==> src/rtl/md_issue_ctrl_if.sv <==
// Requester <-> controller <-> HI/LO unit signal bundle for md_issue_ctrl.
// The slave modport is the controller's view; the master modport is the
// environment's view (pipeline request side plus the unit's HI/LO outputs).
interface md_issue_ctrl_if #(
  parameter int CNT_W = 4
) ();
  // pipeline request side
  logic              req_valid;
  logic [3:0]        req_op;
  logic [31:0]       req_a;
  logic [31:0]       req_b;
  logic              req_ready;
  logic              stall;
  logic              flush;
  // unit side
  logic [2:0]        md_aluop;
  logic [31:0]       md_a;
  logic [31:0]       md_b;
  logic              md_lock;
  logic [31:0]       md_hi;
  logic [31:0]       md_lo;
  // readback / status
  logic              rd_valid;
  logic [31:0]       rd_data;
  logic [CNT_W-1:0]  busy_cnt;

  modport slave (
    input  req_valid, req_op, req_a, req_b, flush, md_hi, md_lo,
    output req_ready, stall, md_aluop, md_a, md_b, md_lock,
           rd_valid, rd_data, busy_cnt
  );

  modport master (
    output req_valid, req_op, req_a, req_b, flush, md_hi, md_lo,
    input  req_ready, stall, md_aluop, md_a, md_b, md_lock,
           rd_valid, rd_data, busy_cnt
  );
endinterface

==> src/rtl/md_issue_ctrl.sv <==
// E-stage requester for the HI/LO multiply/divide unit.
// Issues ops to the unit, mirrors its busy countdown, stalls HI/LO accesses
// until results are valid, returns mfhi/mflo data and locks the unit on flush.
module md_issue_ctrl #(
  parameter int MUL_LAT = 5,
  parameter int DIV_LAT = 10,
  parameter int CNT_W   = 4   // must match the interface CNT_W and hold max latency
) (
  input  logic           clk,
  input  logic           reset,
  md_issue_ctrl_if.slave bus
);

  typedef enum logic [1:0] {
    ST_IDLE = 2'd0,
    ST_MUL  = 2'd1,
    ST_DIV  = 2'd2
  } state_t;

  localparam logic [CNT_W-1:0] MUL_LD = CNT_W'(MUL_LAT);
  localparam logic [CNT_W-1:0] DIV_LD = CNT_W'(DIV_LAT);

  state_t           r_state, w_state_nxt;
  logic [CNT_W-1:0] r_busy_cnt, w_busy_nxt;
  logic             r_rd_valid;
  logic [31:0]      r_rd_data;

  logic w_hl_op, w_is_mul, w_is_div, w_is_mt, w_is_rd;
  logic w_idle, w_ready, w_fire, w_issue;

  // Opcode decode: which codes touch HI/LO and which class they belong to.
  always_comb begin
    w_is_mul = 1'b0;
    w_is_div = 1'b0;
    w_is_mt  = 1'b0;
    w_is_rd  = 1'b0;
    unique case (bus.req_op)
      4'd1, 4'd2: w_is_mul = 1'b1;
      4'd3, 4'd4: w_is_div = 1'b1;
      4'd5, 4'd6: w_is_mt  = 1'b1;
      4'd8, 4'd9: w_is_rd  = 1'b1;
      default: ;
    endcase
  end

  assign w_hl_op = w_is_mul | w_is_div | w_is_mt | w_is_rd;
  assign w_idle  = (r_state == ST_IDLE);

  // Non-HI/LO codes never wait on the unit; flush and reset kill acceptance.
  assign w_ready = ~reset & ~bus.flush & (~w_hl_op | w_idle);
  assign w_fire  = bus.req_valid & w_ready;
  assign w_issue = w_fire & (w_is_mul | w_is_div | w_is_mt);

  // Unit-facing drive: opcode only in the accepted cycle, lock mirrors flush.
  assign bus.md_aluop  = w_issue ? bus.req_op[2:0] : 3'd0;
  assign bus.md_a      = bus.req_a;
  assign bus.md_b      = bus.req_b;
  assign bus.md_lock   = bus.flush;
  assign bus.req_ready = w_ready;
  assign bus.stall     = ~reset & bus.req_valid & ~w_ready & ~bus.flush;
  assign bus.busy_cnt  = r_busy_cnt;
  assign bus.rd_valid  = r_rd_valid;
  assign bus.rd_data   = r_rd_data;

  // Next busy count / state: load on issue, count down, freeze while locked.
  always_comb begin
    w_state_nxt = r_state;
    w_busy_nxt  = r_busy_cnt;
    if (bus.flush) begin
      // unit is locked, its counter does not move, so neither does ours
      w_state_nxt = r_state;
      w_busy_nxt  = r_busy_cnt;
    end else if (w_issue && w_is_mul) begin
      w_busy_nxt  = MUL_LD;
      w_state_nxt = ST_MUL;
    end else if (w_issue && w_is_div) begin
      w_busy_nxt  = DIV_LD;
      w_state_nxt = ST_DIV;
    end else if (r_busy_cnt != '0) begin
      w_busy_nxt = r_busy_cnt - 1'b1;
    end
    // a zero count always means results are readable
    if (w_busy_nxt == '0) w_state_nxt = ST_IDLE;
  end

  // State and busy mirror register.
  always_ff @(posedge clk) begin
    if (reset) begin
      r_state    <= ST_IDLE;
      r_busy_cnt <= '0;
    end else begin
      r_state    <= w_state_nxt;
      r_busy_cnt <= w_busy_nxt;
    end
  end

  // mfhi/mflo capture: data registered on accept, valid pulses one cycle.
  always_ff @(posedge clk) begin
    if (reset) begin
      r_rd_valid <= 1'b0;
      r_rd_data  <= '0;
    end else begin
      r_rd_valid <= w_fire & w_is_rd;
      if (w_fire && w_is_rd)
        r_rd_data <= (bus.req_op == 4'd8) ? bus.md_hi : bus.md_lo;
    end
  end

endmodule

==> src/flat_wrapper.sv <==
// flat-port wrapper written by rule: the top's interface ports become plain ports
module md_issue_ctrl_flat 
#(
  parameter int MUL_LAT = 5,
  parameter int DIV_LAT = 10,
  parameter int CNT_W   = 4                                                         
)
  (clk, reset, bus_req_valid, bus_req_op, bus_req_a, bus_req_b, bus_flush, bus_md_hi, bus_md_lo, bus_req_ready, bus_stall, bus_md_aluop, bus_md_a, bus_md_b, bus_md_lock, bus_rd_valid, bus_rd_data, bus_busy_cnt);
  md_issue_ctrl_if #(.CNT_W(CNT_W)) bus_i ();
  input  logic clk;
  input  logic reset;
  input wire logic [$bits(bus_i.req_valid)-1:0] bus_req_valid;
  input wire logic [$bits(bus_i.req_op)-1:0] bus_req_op;
  input wire logic [$bits(bus_i.req_a)-1:0] bus_req_a;
  input wire logic [$bits(bus_i.req_b)-1:0] bus_req_b;
  input wire logic [$bits(bus_i.flush)-1:0] bus_flush;
  input wire logic [$bits(bus_i.md_hi)-1:0] bus_md_hi;
  input wire logic [$bits(bus_i.md_lo)-1:0] bus_md_lo;
  output wire logic [$bits(bus_i.req_ready)-1:0] bus_req_ready;
  output wire logic [$bits(bus_i.stall)-1:0] bus_stall;
  output wire logic [$bits(bus_i.md_aluop)-1:0] bus_md_aluop;
  output wire logic [$bits(bus_i.md_a)-1:0] bus_md_a;
  output wire logic [$bits(bus_i.md_b)-1:0] bus_md_b;
  output wire logic [$bits(bus_i.md_lock)-1:0] bus_md_lock;
  output wire logic [$bits(bus_i.rd_valid)-1:0] bus_rd_valid;
  output wire logic [$bits(bus_i.rd_data)-1:0] bus_rd_data;
  output wire logic [$bits(bus_i.busy_cnt)-1:0] bus_busy_cnt;
  assign bus_i.req_valid = bus_req_valid;
  assign bus_i.req_op = bus_req_op;
  assign bus_i.req_a = bus_req_a;
  assign bus_i.req_b = bus_req_b;
  assign bus_i.flush = bus_flush;
  assign bus_i.md_hi = bus_md_hi;
  assign bus_i.md_lo = bus_md_lo;
  assign bus_req_ready = bus_i.req_ready;
  assign bus_stall = bus_i.stall;
  assign bus_md_aluop = bus_i.md_aluop;
  assign bus_md_a = bus_i.md_a;
  assign bus_md_b = bus_i.md_b;
  assign bus_md_lock = bus_i.md_lock;
  assign bus_rd_valid = bus_i.rd_valid;
  assign bus_rd_data = bus_i.rd_data;
  assign bus_busy_cnt = bus_i.busy_cnt;
  md_issue_ctrl #(.MUL_LAT(MUL_LAT), .DIV_LAT(DIV_LAT), .CNT_W(CNT_W)) u_core (.clk(clk), .reset(reset), .bus(bus_i));
endmodule
==> config.mk <==
export PLATFORM = sky130hd
export DESIGN_NAME = md_issue_ctrl_flat
export DESIGN_NICKNAME = d
export VERILOG_FILES = /design/src/rtl/md_issue_ctrl_if.sv /design/src/rtl/md_issue_ctrl.sv /design/src/flat_wrapper.sv
export SDC_FILE = /design/constraint.sdc
export NUM_CORES = 1
export LEC_CHECK = 0
export ABC_CLOCK_PERIOD_IN_PS = 2000
export CAP_MARGIN = 15
export CORE_ASPECT_RATIO = 1.2
export CORE_UTILIZATION = 28
export DETAILED_ROUTE_END_ITERATION = 10
export PLACE_DENSITY = 0.78
export SYNTH_ARGS = -nofsm -noshare
export SYNTH_HDL_FRONTEND = slang
export SYNTH_SLANG_ARGS = --single-unit
==> constraint.sdc <==
create_clock -name clk -period 2 [get_ports clk]
set_input_delay 0.4 -clock clk [delete_from_list [all_inputs] [get_ports clk]]
set_output_delay 0.4 -clock clk [all_outputs]
set_load 0.01 [all_outputs]
[Yosys cells after proc, flatten, opt, wreduce, memory -nomap -nowiden]
Index checks and enable logic that the tools add are counted.
Cells by class
  add/subtract/negate cells: 1
  $mul: 0
  divide/modulo/power cells: 0
  $lt $le $gt $ge: 0
  equality and inequality tests: 8
  shift operators: 0
  muxes and demuxes: 12
  bitwise gates (word level): 16
  reduce and logical (&&, ||, !) cells: 13
Operators by type and width (count)
  32-bit two-way mux: 1
  4-bit two-way mux: 4
  4-bit by 3-bit == test with 1-bit output, second input constant: 3
  2-bit OR reduction: 5
  1-bit bitwise AND: 8
  4-bit by 2-bit == test with 1-bit output, second input constant: 2
  4-bit == test, second input constant: 2
  4-bit by 1-bit == test with 1-bit output, second input constant: 1
  4-bit zero test: 1
  1-bit two-way mux: 4
  2-bit two-way mux: 2
  1-bit NOT: 4
  1-bit bitwise OR: 4
  4-bit nonzero test: 1
  4-bit by 1-bit subtractor with 4-bit output, second input constant: 1
  1-bit logical AND: 3
  3-bit two-way mux: 1
  2-bit zero test: 1
  2-bit AND reduction: 1
  2-bit nonzero test: 1
Storage, ports and cells
  bits in registers: 39
  latch bits: 0
  bits in writable memories: 0
  memory bits (read-only): 0
  input bits: 136
  output and inout port bits: 107
  word-level logic and storage cells: 54
  memories kept: 0

[Logic depth before layout (Yosys ltp)]
Gate-level depths: netlist of the first run.
  word-level depth: 17
  depth in mapped cells: 8
  depth with buffers taken out: 7

[Least setup slack after synthesis of the first run]
Ideal clock, no wire load.
  path kind: input -> register
  start point: in bus_req_op[3]
  end point: reg u_core.r_state[0]
  setup time: 148 ps
  data arrival time: 1789 ps
  data required time: 1852 ps
  setup slack: 63 ps
  stages: 6
  buffers on the path: 1
  cell sequence: clkbuf_1 -> o21a_1 -> nor4_2 -> or4_4 -> a21oi_1 -> a211oi_1
On the way
  cells in the longest elaborated chain, start to end: 17
  elaborated cells between the ends (all ways): 34
  classes of those cells: eq/ne (8); mux (8); bitwise (8); reduce/logical (10)
Ends and longest elaborated chain
  from (decl): RTL line flat_wrapper.sv:13  | input wire logic [$bits(bus_i.req_op)-1:0] bus_req_op;
  4-bit by 1-bit == test with 1-bit output (tied with other cells): RTL line md_issue_ctrl.sv:37  | unique case (bus.req_op)
  2-bit OR reduction: RTL line md_issue_ctrl.sv:37
  1-bit two-way mux: RTL line md_issue_ctrl.sv:37
  1-bit bitwise OR (2 in series): RTL line md_issue_ctrl.sv:46, md_issue_ctrl.sv:52
  1-bit bitwise OR: RTL line md_issue_ctrl.sv:46  | assign w_hl_op = w_is_mul | w_is_div | w_is_mt | w_is_rd;
  1-bit NOT: RTL line md_issue_ctrl.sv:50  | assign w_ready = ~reset & ~bus.flush & (~w_hl_op | w_idle);
  1-bit bitwise OR: RTL line md_issue_ctrl.sv:50
  1-bit bitwise AND: RTL line md_issue_ctrl.sv:50
  1-bit bitwise AND: RTL line md_issue_ctrl.sv:51  | assign w_fire = bus.req_valid & w_ready;
  1-bit bitwise AND: RTL line md_issue_ctrl.sv:52  | assign w_issue = w_fire & (w_is_mul | w_is_div | w_is_mt);
  1-bit logical AND: RTL line md_issue_ctrl.sv:76  | end else if (w_issue && w_is_div) begin
  4-bit two-way mux: RTL line md_issue_ctrl.sv:76
  4-bit two-way mux: RTL line md_issue_ctrl.sv:73  | end else if (w_issue && w_is_mul) begin
  4-bit two-way mux: RTL line md_issue_ctrl.sv:69  | if (bus.flush) begin
  4-bit zero test: RTL line md_issue_ctrl.sv:83  | if (w_busy_nxt == '0) w_state_nxt = ST_IDLE;
  2-bit OR reduction (no source line)
  to (signal assigned): RTL line md_issue_ctrl.sv:92  | r_state <= w_state_nxt;
  to (decl): RTL line md_issue_ctrl.sv:23  | state_t r_state, w_state_nxt;
Parallel ways exist; a longest one is shown, timed or not.
A chain may end at the register's enable or synchronous reset.

[Worst setup path after layout of the first run]
  start point: in bus_req_op[2]
  end point: out bus_md_aluop[1]
On the way
  cells in the longest elaborated chain, start to end: 12
  elaborated cells between the ends (all ways): 25
  classes of those cells: eq/ne (8); mux (5); bitwise (8); reduce/logical (4)
Ends and longest elaborated chain
  4-bit by 1-bit == test with 1-bit output (tied with other cells): RTL line md_issue_ctrl.sv:37
  2-bit OR reduction: RTL line md_issue_ctrl.sv:37
  1-bit two-way mux: RTL line md_issue_ctrl.sv:37
  1-bit bitwise OR (2 in series): RTL line md_issue_ctrl.sv:46, md_issue_ctrl.sv:52
  1-bit bitwise OR: RTL line md_issue_ctrl.sv:46
  1-bit NOT: RTL line md_issue_ctrl.sv:50
  1-bit bitwise OR: RTL line md_issue_ctrl.sv:50
  1-bit bitwise AND: RTL line md_issue_ctrl.sv:50
  1-bit bitwise AND: RTL line md_issue_ctrl.sv:51
  1-bit bitwise AND *: RTL line md_issue_ctrl.sv:52
  3-bit two-way mux *: RTL line md_issue_ctrl.sv:55  | assign bus.md_aluop = w_issue ? bus.req_op[2:0] : 3'd0;
  to (decl): RTL line flat_wrapper.sv:21  | output wire logic [$bits(bus_i.md_aluop)-1:0] bus_md_aluop;
Mark *: on every way between the ends. The rest lies on a longest branch, timed or not.

==> impl_metrics.tcl, run 1 <==
set metrics [dict create \
    power_density_nw_per_um2 577 \
    outcome "finished, violations left" \
    crit_chain "buf_8 > and3_4 > o41ai_4 > nor2_1 > buf_4 > and3_4 > buf_6" \
    setup_ws_ns -0.0114 \
    vias_per_cell 4.79 \
    p_leak_nw 1.24 \
    final_core_util 0.415 \
    hp-start "u_core.r_state[1]" \
    hold_viol 0 \
    routedWlPerCell_um 15.4 \
    fin_crit_ns 2.01 \
    synthesis.nets 423 \
    cp_num_buf_inv 3 \
    root_buffer "clkbuf_8" \
    mostFrequentLayoutCells "clkdlybuf4s50_1 (102), nor2_1 (39), dfxtp_1 (36)" \
    rsz0062_at_grt "true" \
    fmax_mhz 497 \
    io_pins 243 \
    dieArea_um2 9820 \
    drtIter0Drc 56 \
    cp_slowest_cell "o41ai_4" \
    cp-start-kind "input pin" \
    peakVddDrop_mv 0.453 \
    cpMostUsedCell "and3_4" \
    r2r_slack_ns 0.17 \
    critPathKind "input pin to primary output" \
    ys_ff_latch 39 \
    fillCellCount 887 \
    slowest_delay_ns 0.38 \
    slew_headroom 0.727 \
    m1WireLength_mm 2.25 \
    drv_cap 0 \
    io_buffers 114 \
    critical-path-top-delay-family "simple AND/OR/NAND/NOR gates" \
    area_growth_pct 43.0 \
    syn_inst 286 \
    final_common_cell "clkdlybuf4s50_1" \
    crit_required_ns 1.60 \
    crit_path_end_kind "primary output" \
    routed.top_layer "met4" \
    synth_area_leader_cell "dfxtp_1" \
    path_clk_slew_ns 0.08 \
    clk_latency_ns 0.29 \
    hpwl_mm 5.46 \
    worstSetupStartpoint "bus_req_op[2]" \
    fin_nets 487 \
    overflow 0 \
    fin_worst_skew_ns 0.00850 \
    report.final.slew_viol_count 0 \
    finalSetupTns_ns -0.0144 \
    dr_wl_met2_mm 3.96 \
    die_w_um 90.6 \
    numCtsBuffers 5 \
    grt_max_degree 40 \
    insertedDiodeCount 0 \
    dr.pass1.iters 4 \
    hold_buffers 0 \
    drc 0 \
    synth_seq_area_share 0.296 \
    cts.sinks 39 \
    synth_area_um2 2640 \
    r2r_start "u_core.bus.busy_cnt[0]" \
    chipHeight_um 108 \
    hold_path.class "register to register" \
    cts_tree "done" \
    cp.arrival_ns 1.61 \
    grt_pass1_vias 2294 \
    gp_congestion 0.798 \
    antenna_found_initial 0 \
    violations "setup timing" \
    drt.antenna.violating_nets 0 \
    cts_buffer_depth 2 \
    layout-drive-gt1-share 0.248 \
    path_max_fanout 4 \
    wl_met3_um 607 \
    grt_first_pass_wirelength_mm 11.1 \
    setup_viol_count_final 2 \
    synth_top_cells_by_area "dfxtp_1 (30%), buf_4 (19%), mux2i_1 (13%)" \
    core_area_um2 9080 \
    yosys_warnings 0 \
    post-route-period-util 1.01 \
    grt_usage 0.146 \
    start_util 0.291 \
    rows 38 \
    tightestPinTransition_ns 0.407 \
    drt_wl_total_mm 7.25 \
    num_vias 2257 \
    htree_levels 2 \
    avgSynthCellArea_um2 9.23 \
    synth_top_area_share 0.296 \
    synth_cell_type_count 40 \
]
## cell type report
class | count | area, um2 | area share
well taps | 120 | 150 | 0.0398
multi-input cells | 158 | 1320 | 0.350
clock inverters | 2 | 16.3 | 0.00431
inverters | 5 | 18.8 | 0.00498
clock buffers | 6 | 82.6 | 0.0219
repair buffers | 141 | 1400 | 0.371
flip-flops and latches | 39 | 785 | 0.208
## tightest hold or removal path, delay by kind of cell (launching register included)
kind | cells | cell delay (ns)
flops | 1 | 0.34
buf+inv | 1 | 0.05
compound gates | 1 | 0.06
## state kept, by name, summed over array words and instances (netlist names)
signal / flops
u_core.bus.busy_cnt: 4
u_core.bus.rd_valid: 1
u_core.r_state: 2
u_core.bus.rd_data: 32
## final timing paths
kind	endpoint	cells after the start
worst min-delay path	u_core.r_state[1]	2
worst max-delay path	bus_md_aluop[1]	7
worst max register to register	u_core.r_state[0]	7
worst min register to register	u_core.r_state[1]	2
## per-layer routing
layer	track usage	up-vias
li1	-	1069
met1	0.117	1013
met2	0.297	126
met3	0.0380	49
met4	0.111	0
met5	0	-
## report_power, final
part | leakage [nW] | switching, mW | internal [mW]
sequential | 0.317 | 0.0578 | 0.818
combinational | 0.877 | 0.308 | 0.414
clock | 0.0474 | 0.297 | 0.282
total | 1.24 | 0.663 | 1.51
## cells in the mapped netlist, drive strengths merged
master and n:
buf 77, nor2 40, dfxtp 39, a211oi 34, mux2i 33, clkbuf 7
nand2 6, nor3 6, inv 5, a21oi 4, and3 4, o21ai 4
nor4 3, nand3 2, nor3b 2, nor4b 2, or3 2, a2111oi 1
a221oi 1, a311oi 1, a31oi 1, and2 1, and3b 1, ha 1
mux2 1, nand3b 1, nor2b 1, o211a 1, o21a 1, o311ai 1
o41ai 1, or4 1, xnor2 1
## kinds of logic after synthesis
family / synth area share
xor gates and xnor gates: 0.00332
and+or+nand+nor: 0.147
buffers and inverters: 0.239
AOI/OAI and AO/OA: 0.181
DFF: 0.296
adders and majority gates: 0.00474
muxes: 0.129
## repair_timing
item / in CTS / in global routing
pin swaps: 7 / 7
buffers inserted: 8 / 2
gates resized for setup: 58 / 9
hold endpoints to repair: 0 / 0
endpoints found under the setup margin: 45 / 28
## per-stage QoR
step / instances / hold WS, ns / total power, mW / setup WS, ns / area [um2]
finish: 471 / 0.495 / 2.18 / -0.0114 / 3770
global route: 471 / 0.533 / 2.31 / -0.0374 / 3770
CTS: 469 / 0.489 / 2.20 / -0.0151 / 3740
detailed placement: 453 / 0.464 / 1.56 / -0.752 / 3500
global placement: 453 / 0.460 / 1.54 / -0.670 / 3500
floorplan: 286 / 0.447 / 1.38 / 0.0634 / 2640
No activity file was read; power rests on OpenSTA's default activity.
==> run 2, diff against run 1 <==
HOLD_SLACK_MARGIN = 0.12   (was unset)
==> results of run 2 <==
The final DEF is identical to that of run 1; final timing and power are the same.
==> run 3, diff against run 2 <==
ABC_AREA = 1   (was unset)
CORE_UTILIZATION = 27   (was 28)
==> run 3 against run 2 <==
Effect of this change: the run now ends clean; combinational power fell by 39%; global-route usage grew 0.43 points; routed wire length down 5.1%; utilization is 2.0 points lower; critical path type unchanged; critical endpoint is now bus_md_aluop[2].
==> impl_metrics.tcl, run 3 <==
set metrics [dict create \
    outcome "finished, final reports clean" \
    core_area_um2 8610 \
    routedWlPerCell_um 13.2 \
    drt.antenna.violating_nets 0 \
    path_max_fanout 3 \
    post-route-period-util 0.947 \
    die_w_um 88.2 \
    synthesis.nets 475 \
    antenna_found_initial 0 \
    io_buffers 114 \
    dr.pass1.iters 6 \
    setup_ws_ns 0.105 \
    multi_input_area_um2 1000 \
    synth_cell_type_count 25 \
    dieArea_um2 9300 \
    hold_viol 0 \
    fin_crit_ns 1.89 \
    fin_nets 541 \
    grt_first_pass_wirelength_mm 10.8 \
    drc 0 \
    area_growth_pct 41.5 \
    layout-drive-gt1-share 0.146 \
    path_clk_slew_ns 0.07 \
    peakVddDrop_mv 0.221 \
    power_density_nw_per_um2 523 \
    grt_pass1_vias 2329 \
    synth_seq_area_share 0.324 \
    synthFlopType "dfxtp_1" \
    stdcell_count 522 \
    drt_wl_total_mm 6.88 \
    overflow 0 \
    async_flop_share 0 \
    clk_latency_ns 0.29 \
    hold_path.class "register to register" \
    num_vias 2442 \
    dp.cells 512 \
    grt_max_degree 48 \
    critPathKind "input pin to primary output" \
    start_util 0.280 \
    htree_levels 2 \
    root_buffer "clkbuf_8" \
    synthTopCellsByCount "buf_4 (66), nand2_1 (60), dfxtp_1 (39)" \
    drtIter0Drc 78 \
    setup_viol_count_final 0 \
    fillCellCount 896 \
    cp.arrival_ns 1.49 \
    syn_inst 338 \
    drv_cap 0 \
    final_common_cell "clkdlybuf4s50_1" \
    synth_top_cells_by_area "dfxtp_1 (32%), buf_4 (21%), nand2_1 (9.4%)" \
    fin_worst_skew_ns 0.00629 \
    fmax_mhz 528 \
    crit_required_ns 1.60 \
    cts.sinks 39 \
    finalSetupTns_ns 0 \
    cts_tree "done" \
    synth_area_leader_cell "dfxtp_1" \
    avgSynthCellArea_um2 7.12 \
    numCtsBuffers 5 \
    grt_usage 0.150 \
    synth_edf_count 0 \
    io_pins 243 \
    insertedDiodeCount 0 \
    largest_reg_flops 32 \
    fin_hold_ws_ns 0.522 \
    power_mw 1.78 \
    synth_top_area_share 0.324 \
    hold_buffers 0 \
    rsz0062_at_grt "false" \
    slew_headroom 0.751 \
    chipHeight_um 105 \
    gp_congestion 0.829 \
    vias_per_cell 4.68 \
    tightestPinTransition_ns 0.374 \
    crit_path_end_kind "primary output" \
    ff_latch_area_um2 781 \
    hpwl_mm 5.08 \
    yosysMostFrequentCell "buf_4" \
    cp-start-kind "input pin" \
    dp_slack_ns -0.617 \
    rows 37 \
    p_leak_nw 1.40 \
    cts_buffer_depth 2 \
    mostFrequentLayoutCells "clkdlybuf4s50_1 (103), nand2_1 (60), dfxtp_1 (39)" \
    synth_area_um2 2410 \
    report.final.slew_viol_count 0 \
    ys_ff_latch 39 \
    yosys_warnings 0 \
]
-- run 3: cell count changes after synthesis, moves of 14 or more --
cell      delta
a31oi_1     +31
nand3_1     +36
mux2i_1     -33
nor2_1      -26
a211oi_2    -20
o21ai_1     +22
nand2_1     +54
a211oi_1    -14
-- run 3: final timing paths --
| path | to | from | depth (start not counted) | slack [ns] |
|---|---|---|---|---|
| worst max-delay path | bus_md_aluop[2] | bus_req_valid | 6 | 0.11 |
| worst min-delay path | u_core.bus.rd_data[3] | u_core.bus.rd_data[3] | 2 | 0.52 |
| worst max register to register | u_core.r_state[1] | u_core.bus.busy_cnt[0] | 10 | 0.39 |
| worst min register to register | u_core.bus.rd_data[3] | u_core.bus.rd_data[3] | 2 | 0.52 |
-- run 3: cell type report --
cell class / count / area share
flip-flops and latches: 39 / 0.229
inverters: 18 / 0.0198
well taps: 117 / 0.0430
repair buffers: 143 / 0.390
clock buffers: 7 / 0.0224
clock inverters: 1 / 0.00147
multi-input cells: 197 / 0.295
-- run 3: report_power, final --
| part | switching [mW] | total, mW | internal (mW) |
|---|---|---|---|
| registers | 0.0136 | 0.807 | 0.794 |
| clock network | 0.288 | 0.533 | 0.246 |
| logic | 0.191 | 0.441 | 0.249 |
-- run 3: critical path, stage by stage --
cell and delay [ns]:
clkdlybuf4s50_1 0.45, inv_1 0.07, nor3_4 0.17, nand3_2 0.13
nor2_1 0.13, buf_2 0.14
-- run 3: metrics by stage --
stage	utilization	area [um2]
after floorplan	-	2410
after global placement	0.387	3330
after detailed placement	0.387	3330
after CTS	0.398	3420
after global routing	0.396	3410
final	0.396	3410
-- run 3: timing repair --
item                                    CTS  global route
endpoints found under the setup margin    6             5
endpoints found under the hold margin     0             0
gates resized for setup                  29             8
setup buffers                             2             0
pin swaps                                 4             5
-- run 3: layer usage --
metal,vias to the layer above,wire (um),GRT usage
li1,1207,-,-
met1,1102,2820,0.170
met2,91,3270,0.240
met3,42,442,0.0415
met4,0,351,0.101
met5,-,0,0
-- run 3: cell families (layout without fill, tap and decap cells) --
group,after synthesis,in the layout,synth area share
XOR/XNOR,1,1,0.00364
adder cells (fa/ha/maj),1,1,0.00520
buffers and inverters,102,169,0.270
flip-flops,39,39,0.324
AND/OR/NAND/NOR,125,125,0.234
AO/OA/AOI/OAI,70,70,0.162
